### config.mk
export PLATFORM = sky130hd
export DESIGN_NAME = reg_file
export DESIGN_NICKNAME = d
export VERILOG_FILES = /design/src/rtl/reg_file.sv
export SDC_FILE = /design/constraint.sdc
export NUM_CORES = 1
export LEC_CHECK = 0
export ABC_AREA = 1
export BUFFER_PORTS_ARGS = -buffer_cell sky130_fd_sc_hd__buf_2
export CORE_MARGIN = 5
export CORE_UTILIZATION = 45
export CTS_CLUSTER_DIAMETER = 120
export DETAILED_ROUTE_END_ITERATION = 6
export PLACE_DENSITY = 0.67
export SYNTH_ARGS = -nofsm -noshare
export SYNTH_HDL_FRONTEND = slang
export SYNTH_SLANG_ARGS = --single-unit
### constraint.sdc
create_clock -name CLK -period 1 [get_ports CLK]
set_clock_uncertainty 0.2 [all_clocks]
set_input_delay 0.05 -clock CLK [delete_from_list [all_inputs] [get_ports CLK]]
set_output_delay 0.05 -clock CLK [all_outputs]
set_load 0.005 [all_outputs]
### src/rtl/reg_file.sv
// reg_file: 8 x 8-bit general-purpose register file feeding the ALU.
//   CLK          rising-edge clock
//   RESET        asynchronous active-low reset; clears data and written flags
//   IN           write-back data, stored unmodified
//   INADDRESS    destination register
//   WRITE        write enable from the control unit
//   BUSYWAIT     memory stall; a write is held off while high
//   OUT1ADDRESS  read port 1 address
//   OUT2ADDRESS  read port 2 address
//   OUT1/OUT2    combinational read data (ALU DATA1 / toward DATA2)
//   OUTn_VALID   addressed register has been written since the last reset
// BYPASS=1 forwards IN to a read port that addresses the register being
// written in the same cycle.
module reg_file #(
  parameter int unsigned DATA_W = 8,
  parameter int unsigned ADDR_W = 3,
  parameter bit          BYPASS = 1'b0
) (
  input  logic              CLK,
  input  logic              RESET,
  input  logic [DATA_W-1:0] IN,
  input  logic [ADDR_W-1:0] INADDRESS,
  input  logic              WRITE,
  input  logic              BUSYWAIT,
  input  logic [ADDR_W-1:0] OUT1ADDRESS,
  input  logic [ADDR_W-1:0] OUT2ADDRESS,
  output logic [DATA_W-1:0] OUT1,
  output logic [DATA_W-1:0] OUT2,
  output logic              OUT1_VALID,
  output logic              OUT2_VALID
);

  localparam int unsigned DEPTH = 2 ** ADDR_W;

  logic [DATA_W-1:0] regs [DEPTH];
  logic [DEPTH-1:0]  valid;
  logic              wr_en;

  // A write commits only outside reset and when memory is not stalling.
  assign wr_en = RESET & WRITE & ~BUSYWAIT;

  // Storage and written-since-reset flags.
  always_ff @(posedge CLK or negedge RESET) begin
    if (!RESET) begin
      for (int i = 0; i < int'(DEPTH); i++) begin
        regs[i] <= '0;
      end
      valid <= '0;
    end else if (wr_en) begin
      regs[INADDRESS]  <= IN;
      valid[INADDRESS] <= 1'b1;
    end
  end

  // Read ports, with optional same-cycle write-through.
  always_comb begin
    OUT1       = regs[OUT1ADDRESS];
    OUT1_VALID = valid[OUT1ADDRESS];
    OUT2       = regs[OUT2ADDRESS];
    OUT2_VALID = valid[OUT2ADDRESS];
    if (BYPASS && wr_en && (OUT1ADDRESS == INADDRESS)) begin
      OUT1       = IN;
      OUT1_VALID = 1'b1;
    end
    if (BYPASS && wr_en && (OUT2ADDRESS == INADDRESS)) begin
      OUT2       = IN;
      OUT2_VALID = 1'b1;
    end
  end

endmodule

; Word-level counts from Yosys, hierarchy flattened
; Index checks and enable logic that the tools add are counted.
[classes]
bitwise_logic = 7
reduce_logical = 2
n_mux = 15
order_cmp = 8
[op_table]
columns = op, n
row1 = 64-bit bitwise mux, 1
row2 = 8-bit binary-select mux with 3-bit select, 2
row3 = 8-bit 2-to-1 mux, 5
row4 = 8-bit demux with 3-bit select, 1
row5 = "4-bit greater-or-equal comparator, second input constant", 3
row6 = "3-bit by 4-bit less-than comparator with 1-bit output, second input constant", 3
row7 = 3-bit inverter with 4-bit output, 3
row8 = 8-bit OR, 1
row9 = 1-bit binary-select mux with 3-bit select, 2
row10 = "4-bit by 1-bit less-than comparator with 1-bit output, second input constant", 1
row11 = 1-bit demux with 3-bit select, 1
row12 = "3-bit by 1-bit greater-or-equal comparator with 1-bit output, second input constant", 1
row13 = 1-bit 2-to-1 mux, 3
row14 = 1-bit AND, 2
row15 = 1-bit logical AND, 2
row16 = 1-bit inverter, 1
[totals]
out_inout_bits = 18
word_cells = 41
regBits = 72
inputBits = 21

; Longest topological paths before layout
[logic_depth]
ltp_word = 6
depth_mapped = 8
depth_no_buf = 6

; Worst setup path before layout
; Ideal clock, no wire load.
[synth_timing]
path_kind = input port to flip-flop
start = input RESET
end = register regs[24] (netlist bit)
slack_ns = -0.016
setup_ns = 0.117
required_time_ns = 0.683
arrival_ns = 0.699
stages = 6
path_buffers = 1
path_cell_list = nand2_1 nor2_4 buf_6 nand2_4 nand2_1 nand2_1
[synth_between]
elab_chain_len = 2
[synth_lines]
columns = item, line_no
row1 = from (decl), 20  ; input logic RESET,
row2 = 1-bit AND (2 in a row), 40  ; assign wr_en = RESET & WRITE & ~BUSYWAIT;
row3 = "to (signal, indexed assignment)", 46  ; regs[i] <= '0;
row4 = "to (signal, indexed assignment)", 50  ; regs[INADDRESS] <= IN;
row5 = to (decl), 35  ; logic [DATA_W-1:0] regs [DEPTH];
; Every way passes these cells.
; A chain may end at the register's enable or synchronous reset.

; Worst setup path in the final report
[layout_timing]
start = register regs[10] (netlist bit)
end = output OUT1[2]
[layout_between]
elab_chain_len = 3
[layout_lines]
columns = item, line_no
row1 = 8-bit binary-select mux with 3-bit select, 57  ; OUT1 = regs[OUT1ADDRESS];
row2 = 8-bit 2-to-1 mux (not written as such) (2 in a row), 57
row3 = to (decl), 27  ; output logic [DATA_W-1:0] OUT1,
; Every way passes these cells. The select of a mux whose other input is x is not followed.

==> impl_results.md <==
- FF-to-FF setup slack: -0.07 ns
- Worst Path Buf+Inv: 2
- DIE AREA: around 12000 µm²
- Core Area: 10200 µm²
- Outcome: finished, violations left
- First-pass GRT wire length: 23500 µm
- Initial drt markers: 369
- CTS tree: built
- H-Tree Depth: 3
- Slew @ Worst Pin: 0.300 ns
- Clock Latency Late Sink: 0.34 ns
- Total CTS buffers: 9
- Yosys warning count: 0
- Initial antenna violation count: 0
- Synth area leader: dfrtp_1
- Startpoint Class: flip-flop
- Pwr/cell area: 1460 nW/µm²
- Top Family by Delay on Critical Path: flip-flops
- Main synth FF type: dfrtp_1
- Vias in the first global route: between 4000 and 5000
- Max_cap viols: 0
- DR WL/cell: 15.4 µm
- Hold slack: -0.0146 ns
- Worst R2R End: regs[43]$_DFFE_PN0P_
- Gpl congestion: roughly 0.90
- F_max: around 0.64 GHz
- Syn_area_per_cell: 6.47 µm²
- GRT overflow: 0
- Worst Path Required: 0.75 ns
- Chip height: 112 µm
- Final instance area: 6060 µm²
- PortBufs: 38
- Max stage delay cell, worst path: dfrtp_1
- Number of synthesized flops with an enable pin: 0
- Cell mode on critical path: nand2_1
- Crit-path cells: inv_2, nand2_1, nand3_1, nand2_1, nand2_1, nand2_1, buf_2
- Hold endpoint: regs[37]$_DFFE_PN0P_
- Post-synth ARST share: 1.00
- RSZ-0062 raised after global routing: yes
- CP arrival: between 1 and 1.5 ns
- Hold Violations, Final: 1
- Worst-path maximum fanout: 2
- Hold Startpoint: INADDRESS[1]
- # DRC: 0
- Post-Syn Nets: 740
- Share of layout cells above drive strength 1: 0.316
- Post-Syn Area: 4650 µm²
- Count leader, synth: nand2_1
- Top cells by area, synth: dfrtp_1, nand2_1, nand3_1
- DP Area: ~5300 µm²
- Hold path depth: 5
- Fin crit share: 1.55
- Top cell type's share of synthesized area: 0.387
- Slew HR: 0.799
- Class of the worst hold path: in -> reg
- Worst Setup End Kind: output pin
- Rows: 37
- Critical path start-end classification: reg -> out
- Worst path max stage delay: 0.40 ns
- Ant diodes: 0
- CTS Root Cell: clkbuf_8
- Failing checks: hold timing, setup timing
- Routed WL: 14900 µm
- Leak: 3.52 nW
- Clock Pin Slew Worst Setup and Hold Paths: 0.07 ns
- Worst-case reg-to-reg path depth: 4
- Netlist cell types: 15
- Post-synthesis sequential area ratio: 0.387
- Max-slew violations: 0
- Area Overhead vs Synth: 30.3%
- Vias: just under 5000
- Endpoints failing setup: 28
- Nets@finish: 849
- Clock Tree Buf Depth: 2
- Syn Inst Count: 719
- Starting Density: 0.457
- Number of synthesized register bits: 72
- Maximum VDD drop: 735 µV
- HPWL after detailed placement: 10500 µm
- Antenna-violating nets left: 0
- Post-DR vias/cell: roughly 5
- Io pins: 39
- Largest net degree at the start of global routing: 45
- CTS Sinks: 72
- Die extent in x: 112 µm
- Min cycle time layout: roughly 1.6 ns
- Final setup margin: -0.554 ns
- Synth cell count leaders: nand2_1, nand3_1, dfrtp_1, inv_1, buf_2
- Pre-antenna DRT Iters: 5
- Worst r2r src: regs[43]$_DFFE_PN0P_
- GR Util All Layers: 0.238
per-layer routing:
layer	routed length, µm	track usage	up-vias
li1	-	-	2421
met1	6940	0.365	2265
met2	6340	0.337	224
met3	1270	0.0418	19
met4	308	0.0779	0
met5	0	0	-
power by group:
group	switching, mW	internal [mW]	total (mW)	leakage, nW
clock network	1.03	1.03	2.06	0.0838
registers	0.348	3.39	3.74	0.900
logic	1.69	1.33	3.02	2.54
total	3.07	5.76	8.82	3.52
stage by stage:
step	cells	setup WS, ns	power [mW]	setup TNS, ns	util
floorplan	719	0.00178	5.13	0	-
global placement	907	-0.194	6.02	-13.41	0.519
detailed placement	907	-0.219	6.07	-15.06	0.519
CTS	952	-0.550	8.45	-15.94	0.563
global route	968	-0.651	9.38	-11.77	0.595
finish	968	-0.554	8.82	-9.75	0.595
placed cells by master, fill, tap and decap left out, types with 4 or more instances in the layout:
cell,instances
nor2_4,5
buf_4,61
nand2_4,6
buf_6,20
buf_12,8
inv_2,58
clkbuf_8,11
dfrtp_1,72
nand3_1,124
nor2_8,4
nand2_1,338
nand3_2,12
dlygate4sd3_1,9
clkbuf_1,4
nand2_2,37
inv_1,20
buf_2,36
state kept, by name, summed over array words and instances (netlist names):
| name | flops |
|---|---|
| regs | 64 |
| valid | 8 |
what timing repair did:
| item | 4_1_cts | 5_1_grt |
|---|---|---|
| hold buffers | 9 | 0 |
| endpoints found under the setup margin | 18 | 100 |
| pin swaps | 29 | 29 |
| gates resized for setup | 47 | 80 |
| endpoints found under the hold margin | 136 | 0 |
| cloned | 0 | 0 |
| setup buffers | 21 | 24 |
cell type report:
| type | instances | area (µm²) |
|---|---|---|
| inverter | 81 | 307 |
| clock buffer | 15 | 166 |
| timing repair buffer | 136 | 1130 |
| fill | 959 | 4130 |
| multi-input combinational | 528 | 2480 |
| tap | 136 | 170 |
| sequential | 72 | 1800 |
worst max path at each step:
stage	start	endpoint	slack [ns]	cells past startpoint
2_1_floorplan	INADDRESS[0]	regs[0]$_DFFE_PN0P_	0.002	6
3_3_place_gp	INADDRESS[2]	regs[60]$_DFFE_PN0P_	-0.19	7
3_5_place_dp	INADDRESS[0]	regs[1]$_DFFE_PN0P_	-0.22	6
4_1_cts	regs[18]$_DFFE_PN0P_	OUT1[2]	-0.55	7
5_1_grt	regs[40]$_DFFE_PN0P_	OUT2[0]	-0.65	7
6_report	regs[10]$_DFFE_PN0P_	OUT1[2]	-0.55	7
kinds of logic after synthesis:
group                  synth area share
AND/OR/NAND/NOR                   0.499
flip-flops                        0.387
buffers and inverters             0.114
tightest hold or removal path, cell delays in order:
cell     delay, ns
buf_2         0.13
nand2_2       0.15
nor2_8        0.05
nand3_1       0.06
nand2_1       0.05
(Power assumes the default switching activity.)
